$ cat config.mk
export PLATFORM = sky130hd
export DESIGN_NAME = conv_stream_ctrl_flat
export DESIGN_NICKNAME = d
export VERILOG_FILES = /design/src/rtl/conv_stream_ctrl_if.sv /design/src/rtl/conv_stream_ctrl.sv /design/src/flat_wrapper.sv
export SDC_FILE = /design/constraint.sdc
export NUM_CORES = 1
export LEC_CHECK = 0
export BUFFER_PORTS_ARGS = -buffer_cell sky130_fd_sc_hd__buf_2
export CAP_MARGIN = 30
export CORE_AREA = 4 4 49 51
export DETAILED_ROUTE_END_ITERATION = 10
export DIE_AREA = 0 0 53 55
export PLACE_DENSITY = 0.73
export SYNTH_ARGS = -nofsm -noshare
export SYNTH_HDL_FRONTEND = slang
export SYNTH_SLANG_ARGS = --single-unit
$ cat constraint.sdc
create_clock -name clk -period 3 [get_ports clk]
set_input_delay 0.15 -clock clk [delete_from_list [all_inputs] [get_ports clk]]
set_output_delay 0.15 -clock clk [all_outputs]
set_load 0.05 [all_outputs]
$ cat src/rtl/conv_stream_ctrl_if.sv
// Stream handshake bundle for conv_stream_ctrl: X and F input streams,
// F memory write port, Y output stream, capture strobe and job-done pulse.
interface conv_stream_ctrl_if #(
    parameter int F_SIZE = 32
) ();
    localparam int AW = $clog2(F_SIZE);

    logic          s_valid_x;
    logic          s_ready_x;
    logic          x_wr_en;
    logic          s_valid_f;
    logic          s_ready_f;
    logic          f_wr_en;
    logic [AW-1:0] f_addr;
    logic          y_capture_en;
    logic          m_valid_y;
    logic          m_ready_y;
    logic          conv_done;

    modport slave (
        input  s_valid_x, s_valid_f, m_ready_y,
        output s_ready_x, x_wr_en, s_ready_f, f_wr_en, f_addr,
        output y_capture_en, m_valid_y, conv_done
    );

    modport master (
        output s_valid_x, s_valid_f, m_ready_y,
        input  s_ready_x, x_wr_en, s_ready_f, f_wr_en, f_addr,
        input  y_capture_en, m_valid_y, conv_done
    );
endinterface

$ cat src/rtl/conv_stream_ctrl.sv
// Convolution stream controller: fills X window and F memory, then emits
// one Y per new X sample (X_SIZE-F_SIZE+1 per job) with valid/ready flow.
// Ports: clk, reset (sync, active-high), bus (conv_stream_ctrl_if.slave).
// Option: define CONV_STREAM_CTRL_PREFETCH_EN to accept the next X during OUT.
module conv_stream_ctrl #(
    parameter int X_SIZE = 128,
    parameter int F_SIZE = 32
) (
    input logic               clk,
    input logic               reset,
    conv_stream_ctrl_if.slave bus
);
    localparam int XW = $clog2(X_SIZE + 1);
    localparam int FW = $clog2(F_SIZE + 1);
    localparam int AW = $clog2(F_SIZE);

    localparam logic [XW-1:0] X_MAX = XW'(X_SIZE);
    localparam logic [XW-1:0] X_F   = XW'(F_SIZE);
    localparam logic [FW-1:0] F_MAX = FW'(F_SIZE);

    typedef enum logic [2:0] {
        FILL,
        CAPTURE,
        OUT,
        ADVANCE,
        DONE
    } state_t;

    state_t        state, state_nxt;
    logic [XW-1:0] x_count, x_nxt;
    logic [FW-1:0] f_count, f_nxt;
    logic          ready_x, ready_f;
    logic          x_wr, f_wr;
    logic          cap, mv, done;

`ifdef CONV_STREAM_CTRL_PREFETCH_EN
    logic          pf, pf_nxt;
`endif

    always_comb begin
        ready_x   = 1'b0;
        ready_f   = 1'b0;
        cap       = 1'b0;
        mv        = 1'b0;
        done      = 1'b0;
        state_nxt = state;
`ifdef CONV_STREAM_CTRL_PREFETCH_EN
        pf_nxt    = pf;
`endif

        unique case (state)
            FILL: begin
                ready_x = x_count < X_F;
                ready_f = f_count < F_MAX;
            end
            CAPTURE: cap = 1'b1;
            OUT: begin
                mv = 1'b1;
`ifdef CONV_STREAM_CTRL_PREFETCH_EN
                ready_x = (x_count < X_MAX) && !pf;
`endif
            end
            ADVANCE: ready_x = 1'b1;
            DONE:    done    = 1'b1;
            default: ;
        endcase

        // outputs are forced low for the whole reset cycle
        if (reset) begin
            ready_x = 1'b0;
            ready_f = 1'b0;
            cap     = 1'b0;
            mv      = 1'b0;
            done    = 1'b0;
        end

        x_wr  = bus.s_valid_x & ready_x;
        f_wr  = bus.s_valid_f & ready_f;
        x_nxt = x_count + XW'(x_wr);
        f_nxt = f_count + FW'(f_wr);

        unique case (state)
            FILL: begin
                // look at post-write counts so CAPTURE follows the last write
                if (x_nxt == X_F && f_nxt == F_MAX)
                    state_nxt = CAPTURE;
            end
            CAPTURE: state_nxt = OUT;
            OUT: begin
`ifdef CONV_STREAM_CTRL_PREFETCH_EN
                if (bus.m_ready_y) begin
                    if (pf || x_wr) begin
                        state_nxt = CAPTURE;
                        pf_nxt    = 1'b0;
                    end else if (x_count == X_MAX) begin
                        state_nxt = DONE;
                    end else begin
                        state_nxt = ADVANCE;
                    end
                end else if (x_wr) begin
                    pf_nxt = 1'b1;
                end
`else
                if (bus.m_ready_y)
                    state_nxt = (x_count == X_MAX) ? DONE : ADVANCE;
`endif
            end
            ADVANCE: begin
                if (x_wr)
                    state_nxt = CAPTURE;
            end
            DONE: begin
                state_nxt = FILL;
                x_nxt     = '0;
                f_nxt     = '0;
`ifdef CONV_STREAM_CTRL_PREFETCH_EN
                pf_nxt    = 1'b0;
`endif
            end
            default: state_nxt = FILL;
        endcase
    end

    always_ff @(posedge clk) begin
        if (reset) begin
            state   <= FILL;
            x_count <= '0;
            f_count <= '0;
`ifdef CONV_STREAM_CTRL_PREFETCH_EN
            pf      <= 1'b0;
`endif
        end else begin
            state   <= state_nxt;
            x_count <= x_nxt;
            f_count <= f_nxt;
`ifdef CONV_STREAM_CTRL_PREFETCH_EN
            pf      <= pf_nxt;
`endif
        end
    end

    assign bus.s_ready_x    = ready_x;
    assign bus.s_ready_f    = ready_f;
    assign bus.x_wr_en      = x_wr;
    assign bus.f_wr_en      = f_wr;
    assign bus.f_addr       = reset ? '0 : f_count[AW-1:0];
    assign bus.y_capture_en = cap;
    assign bus.m_valid_y    = mv;
    assign bus.conv_done    = done;
endmodule

$ cat src/flat_wrapper.sv
// flat-port wrapper written by rule: the top's interface ports become plain ports
module conv_stream_ctrl_flat 
#(
    parameter int X_SIZE = 128,
    parameter int F_SIZE = 32
)
  (clk, reset, bus_s_valid_x, bus_s_valid_f, bus_m_ready_y, bus_s_ready_x, bus_x_wr_en, bus_s_ready_f, bus_f_wr_en, bus_f_addr, bus_y_capture_en, bus_m_valid_y, bus_conv_done);
  conv_stream_ctrl_if #(.F_SIZE(F_SIZE)) bus_i ();
  input logic clk;
  input logic reset;
  input wire logic [$bits(bus_i.s_valid_x)-1:0] bus_s_valid_x;
  input wire logic [$bits(bus_i.s_valid_f)-1:0] bus_s_valid_f;
  input wire logic [$bits(bus_i.m_ready_y)-1:0] bus_m_ready_y;
  output wire logic [$bits(bus_i.s_ready_x)-1:0] bus_s_ready_x;
  output wire logic [$bits(bus_i.x_wr_en)-1:0] bus_x_wr_en;
  output wire logic [$bits(bus_i.s_ready_f)-1:0] bus_s_ready_f;
  output wire logic [$bits(bus_i.f_wr_en)-1:0] bus_f_wr_en;
  output wire logic [$bits(bus_i.f_addr)-1:0] bus_f_addr;
  output wire logic [$bits(bus_i.y_capture_en)-1:0] bus_y_capture_en;
  output wire logic [$bits(bus_i.m_valid_y)-1:0] bus_m_valid_y;
  output wire logic [$bits(bus_i.conv_done)-1:0] bus_conv_done;
  assign bus_i.s_valid_x = bus_s_valid_x;
  assign bus_i.s_valid_f = bus_s_valid_f;
  assign bus_i.m_ready_y = bus_m_ready_y;
  assign bus_s_ready_x = bus_i.s_ready_x;
  assign bus_x_wr_en = bus_i.x_wr_en;
  assign bus_s_ready_f = bus_i.s_ready_f;
  assign bus_f_wr_en = bus_i.f_wr_en;
  assign bus_f_addr = bus_i.f_addr;
  assign bus_y_capture_en = bus_i.y_capture_en;
  assign bus_m_valid_y = bus_i.m_valid_y;
  assign bus_conv_done = bus_i.conv_done;
  conv_stream_ctrl #(.X_SIZE(X_SIZE), .F_SIZE(F_SIZE)) u_core (.clk(clk), .reset(reset), .bus(bus_i));
endmodule
# After elaboration in Yosys (flattened, before gate mapping)
# Index checks and enable logic that the tools add are counted.
# word_totals
out_inout_bits	12
elab_cells	39
in_bits	5
register_bits	17
# op_classes
n_addsub	2
n_eq_ne	10
muxes	16
reduce_logical	4
n_lt_le_gt_ge	2
n_bitwise	2
# ops
op	n
$mux W3	4
$pmux W3 S4	1
$mux W1	9
$add A8 B1 Y8	1
$eq A8 B6 Y1 const B	1
$eq A8 B8 Y1 const B	1
$lt A8 B6 Y1 const B	1
$add A6 B1 Y6	1
$eq A3 B2 Y1 const B	2
$eq A6 B6 Y1 const B	1
$lt A6 B6 Y1 const B	1
$mux W5	1
$ne A2 B2 Y1 const B	2
$eq A3 B1 Y1 const B	1
$eq A3 B3 Y1 const B	1
$logic_not A3 Y1	1
$reduce_and A3 Y1	1
$and A1 B1 Y1	2
$ne A2 B1 Y1 const B	1
$pmux W1 S2	1
$reduce_or A2 Y1	1
$logic_and A1 B1 Y1	1

# Logic depth before layout (Yosys ltp)
# depth
depth_word	9
depth_mapped	13
depth_no_buf	12

# Worst setup path before layout
# OpenSTA, ideal clock, no wires.
# synth_timing
path_kind	flip-flop to flip-flop
from	reg u_core.state[0]
to	reg u_core.state[0]
arrival_time_ns	3.952
path_stages_with_launch	12
setup_ns	0.088
path_buffers	1
required_time_ns	2.912
path_slack_ns	-1.040
path_cell_list	dfxtp_1 -> buf_6 -> nor2_1 -> nor4b_1 -> and2_1 -> ha_1 -> ha_1 -> xnor2_1 -> nand2_1 -> nor4_2 -> a41oi_1 -> nor4_2
# synth_via
elab_chain_len	9
word_cells_on_any_way	20
# synth_lines
element	line_no	source
start: declaration	conv_stream_ctrl.sv:29	state_t state, state_nxt;
start signal: assignment	conv_stream_ctrl.sv:133	state <= state_nxt;
$logic_not A3 Y1	conv_stream_ctrl.sv:51	unique case (state)
$mux W1	conv_stream_ctrl.sv:51	
$mux W1	conv_stream_ctrl.sv:69	if (reset) begin
net bus_s_ready_f	flat_wrapper.sv:16	output wire logic [$bits(bus_i.s_ready_f)-1:0] bus_s_ready_f;
$and A1 B1 Y1	conv_stream_ctrl.sv:78	f_wr = bus.s_valid_f & ready_f;
net bus_f_wr_en	flat_wrapper.sv:17	output wire logic [$bits(bus_i.f_wr_en)-1:0] bus_f_wr_en;
$add A6 B1 Y6	conv_stream_ctrl.sv:80	f_nxt = f_count + FW'(f_wr);
$eq A6 B6 Y1	conv_stream_ctrl.sv:85	if (x_nxt == X_F && f_nxt == F_MAX)
$logic_and A1 B1 Y1	conv_stream_ctrl.sv:85	
$ne A2 B1 Y1 (no line)	--	
$reduce_and A3 Y1 (no line)	--	
# The timed path passes the listed nets, and every way through them passes these cells.
# A chain may end at the register's enable or synchronous reset.

# Worst setup path after layout
# layout_timing
from	reg u_core.state[0]
to	reg u_core.state[0]
# layout_via
elab_chain_len	9
word_cells_on_any_way	20
# layout_lines
element	line_no
$eq A3 B2 Y1 / $logic_not A3 Y1 (equally long branches)	conv_stream_ctrl.sv:51, conv_stream_ctrl.sv:82
$pmux W1 S2 / $mux W1 (equally long branches)	conv_stream_ctrl.sv:51
$mux W1	conv_stream_ctrl.sv:69
$and A1 B1 Y1, on equally long branches	conv_stream_ctrl.sv:77, conv_stream_ctrl.sv:78
$add A8 B1 Y8 / $add A6 B1 Y6 (equally long branches)	conv_stream_ctrl.sv:79, conv_stream_ctrl.sv:80
$eq A8 B6 Y1 / $eq A6 B6 Y1 (equally long branches)	conv_stream_ctrl.sv:85
$logic_and A1 B1 Y1	conv_stream_ctrl.sv:85
$ne A2 B1 Y1 (no line)	--
$reduce_and A3 Y1 (no line)	--
# Parallel ways exist; a longest one is shown, timed or not.

==> reports/qor.yml <==
power:
  p_int_mw: 0.3256
  p_total_mw: 0.4696
  power_frac_seq_pct: 51.7
  vdd_drop_max_v: 0.0001941
  power.switching_mw: 0.1441
  p_leak_nw: 0.4576
  sw_frac_of_total_pct: 30.68
  p_clk_share_pct: 25.8
  pwr-share-comb_pct: 22.5
  powerDensity_nw_per_um2: 429.0
logic_synthesis:
  muxShareOfSynthArea_pct: 1.078
  synth_top_family_by_area: "simple AND/OR/NAND/NOR gates"
  synthAdderAreaFrac_pct: 5.391
  synth_nets: 116
  avgSynthCellArea_um2: 8.677
  synthSimpleGateAreaFrac_pct: 38.54
  synth-xor-area-share_pct: 9.434
  ys_ff_latch: 17
  ys_seq_area_share_pct: 36.66
  yosysUniqueCellTypes: 28
  synth_compound_area_share_pct: 6.469
  postSynthCellCount: 107
  yosysWarnings: 0
  synth_area_um2: 928.4
clock_network:
  cts_sinks: 17
  cts_setup_buffers: 0
  hold_buffers: 0
  clk_path_buf_depth: 2
  cts-buffers-inserted: 3
  htree_num_levels: 1
  root_buffer: "clkbuf_4"
  cts_tree: "yes"
  cts_resized: 0
  clk_pin_slew_ps: 100
  clock_latency_ps: 280
floorplanning:
  start_util_pct: 47.81
  die_w_um: 53
  dieArea_um2: 2915
  coreArea_um2: 1942
  rows: 16
  ioPinCount: 17
  fp.dieH_um: 55
sta:
  finalCritPeriodShare_pct: 92.30
  tightest_slew_ps: 472.2
  fin_ws_ps: 231.1
  holdWs_ps: 244.4
  fmax_mhz: 361.2
  finalHoldViolCount: 0
  rsz0062_at_grt: "no"
  max-slew-margin-rel_pct: 68.48
  period_needed_ps: 2769
  setup_tns_ps: 0
  finalSetupViolations: 0
  drv_slew: 0
  skew_ps: 2.059
drt:
  drt-vias-per-instance: 5.333
  routed_wl_mm: 1.936
  wire_per_inst_um: 12.91
  first_iter_violations: 7
  drc_errors: 0
  num_vias: 800
  firstDrtPassIters: 4
  antenna_left: 0
final_layout:
  syn2layout_area_growth_pct: 17.92
  fillers: 183
  regArea_um2: 340.3
  antenna_cells: 0
  multi_input_area_um2: 614.3
  drive_gt1_share_pct: 21.95
  nNetsFinal: 133
grt:
  overflow: 0
  first_global_vias: 801
  grt_antenna_before_repair: 0
  grt_max_degree: 16
  grt_pass1_wl_mm: 3.581
  track_usage_pct: 17.04
setup_path:
  cp_max_fo: 9
  cp.required_ps: 3200
  worstSetupEndpointType: "flip-flop"
  crit_arrival_ps: 2970
  path_class: "flip-flop to flip-flop"
  reg2regPathDepth: 11
  startpoint_type: "flip-flop"
flow_run:
  cap_violations: 0
run_status:
  outcome: "completed"
worst_hold_path:
  hold_depth: 4
  hold_path.class: "primary input to flip-flop"
place:
  globalplace.congestion: 0.8487
  pre_cts_ws_ps: 256.8
  hpwl_mm: 1.552
  numPortBuffers: 16
[through the flow]
| step | cell area, um^2 | util (%) | std cells |
|---|---|---|---|
| 2_1_floorplan | 977.2 | - | 107 |
| 3_3_place_gp | 1069 | 55.03 | 146 |
| 3_5_place_dp | 1069 | 55.03 | 146 |
| 4_1_cts | 1095 | 56.38 | 150 |
| 5_1_grt | 1095 | 56.38 | 150 |
| 6_report | 1095 | 56.38 | 150 |
[worst paths after layout]
path,start,end,slack [ps]
min reg2reg,u_core.f_count[4],u_core.f_count[4],590
max,u_core.state[0],u_core.state[0],230
max reg2reg,u_core.state[0],u_core.state[0],230
min,bus_m_ready_y,u_core.state[1],240
[per-layer routing]
layer / vias to the layer above / track usage [%] / routed length [um]
met4: 0 / 11.06 / 58
met5: - / 0 / 0
met2: 14 / 28.51 / 953
li1: 403 / - / -
met1: 377 / 20.33 / 843
met3: 6 / 2.681 / 81
[state kept, by name (all words and copies together) (netlist names)]
signal and flops:
u_core.f_count 6, u_core.state 3, u_core.x_count 8
[cells in the final DEF, fill, tap and decap left out, types with 4 or more instances in the layout]
cell,count
dfxtp_1,17
buf_2,16
nor2_1,15
nor2b_1,6
nand3_1,6
xnor2_1,6
a21oi_1,5
and2_1,5
nand2b_1,5
and3_1,4
xor2_1,4
[cell usage after synthesis]
library cell | instances | area share [%]
nand2b_1 | 5 | 3.4
nand4_1 | 1 | 0.67
o21ai_0 | 2 | 1.1
nand2_1 | 3 | 1.2
a21o_1 | 1 | 0.81
xnor2_1 | 6 | 5.7
nor4b_1 | 3 | 2.8
clkbuf_1 | 3 | 1.2
and3b_1 | 2 | 1.9
nand3_1 | 6 | 3.2
dfxtp_1 | 17 | 37
xor2_1 | 4 | 3.8
or2b_1 | 1 | 0.81
nor4_2 | 2 | 2.7
nand4b_1 | 1 | 0.94
nor2b_1 | 6 | 4.0
nor2_1 | 16 | 6.5
and3_1 | 4 | 2.7
a41oi_1 | 1 | 0.94
and2_1 | 6 | 4.0
nor3_1 | 3 | 1.6
ha_1 | 4 | 5.4
or4_4 | 1 | 1.2
nand3b_1 | 1 | 0.81
a21oi_1 | 5 | 2.7
buf_6 | 1 | 1.2
mux2i_1 | 1 | 1.1
o2bb2ai_1 | 1 | 0.94
[area by class of cell]
| class | count | share of cell area [%] |
|---|---|---|
| tap | 27 | 3.086 |
| multi-input combinational | 86 | 56.11 |
| clock buffer | 4 | 2.400 |
| sequential | 17 | 31.09 |
| timing repair buffer | 16 | 7.314 |
[power groups by stage]
stage          clock network [mW]  registers [mW]  logic, mW
2_1_floorplan                   0           0.244     0.0876
3_3_place_gp                    0           0.247      0.103
3_5_place_dp                    0           0.248      0.106
4_1_cts                     0.126           0.243      0.107
5_1_grt                     0.137           0.245      0.115
6_report                    0.121           0.243      0.106
[kinds of logic after synthesis]
kind of cell             count (synthesis)
AO/OA/AOI/OAI                           10
XOR/XNOR                                10
adder cells (fa/ha/maj)                  4
buffers and inverters                    4
flip-flops                              17
multiplexers                             1
AND/OR/NAND/NOR                         61
[worst max-delay path, stage by stage, from the launching register on]
cell and delay [ps]:
dfxtp_1 500, nor2_4 90, and3b_1 170, a21oi_1 230, nor3_4 70, and2_4 170, ha_4 170, ha_1 290
or4_4 480, nor4_2 220, a41oi_1 150, nor4_2 150
(Power assumes the default switching activity.)
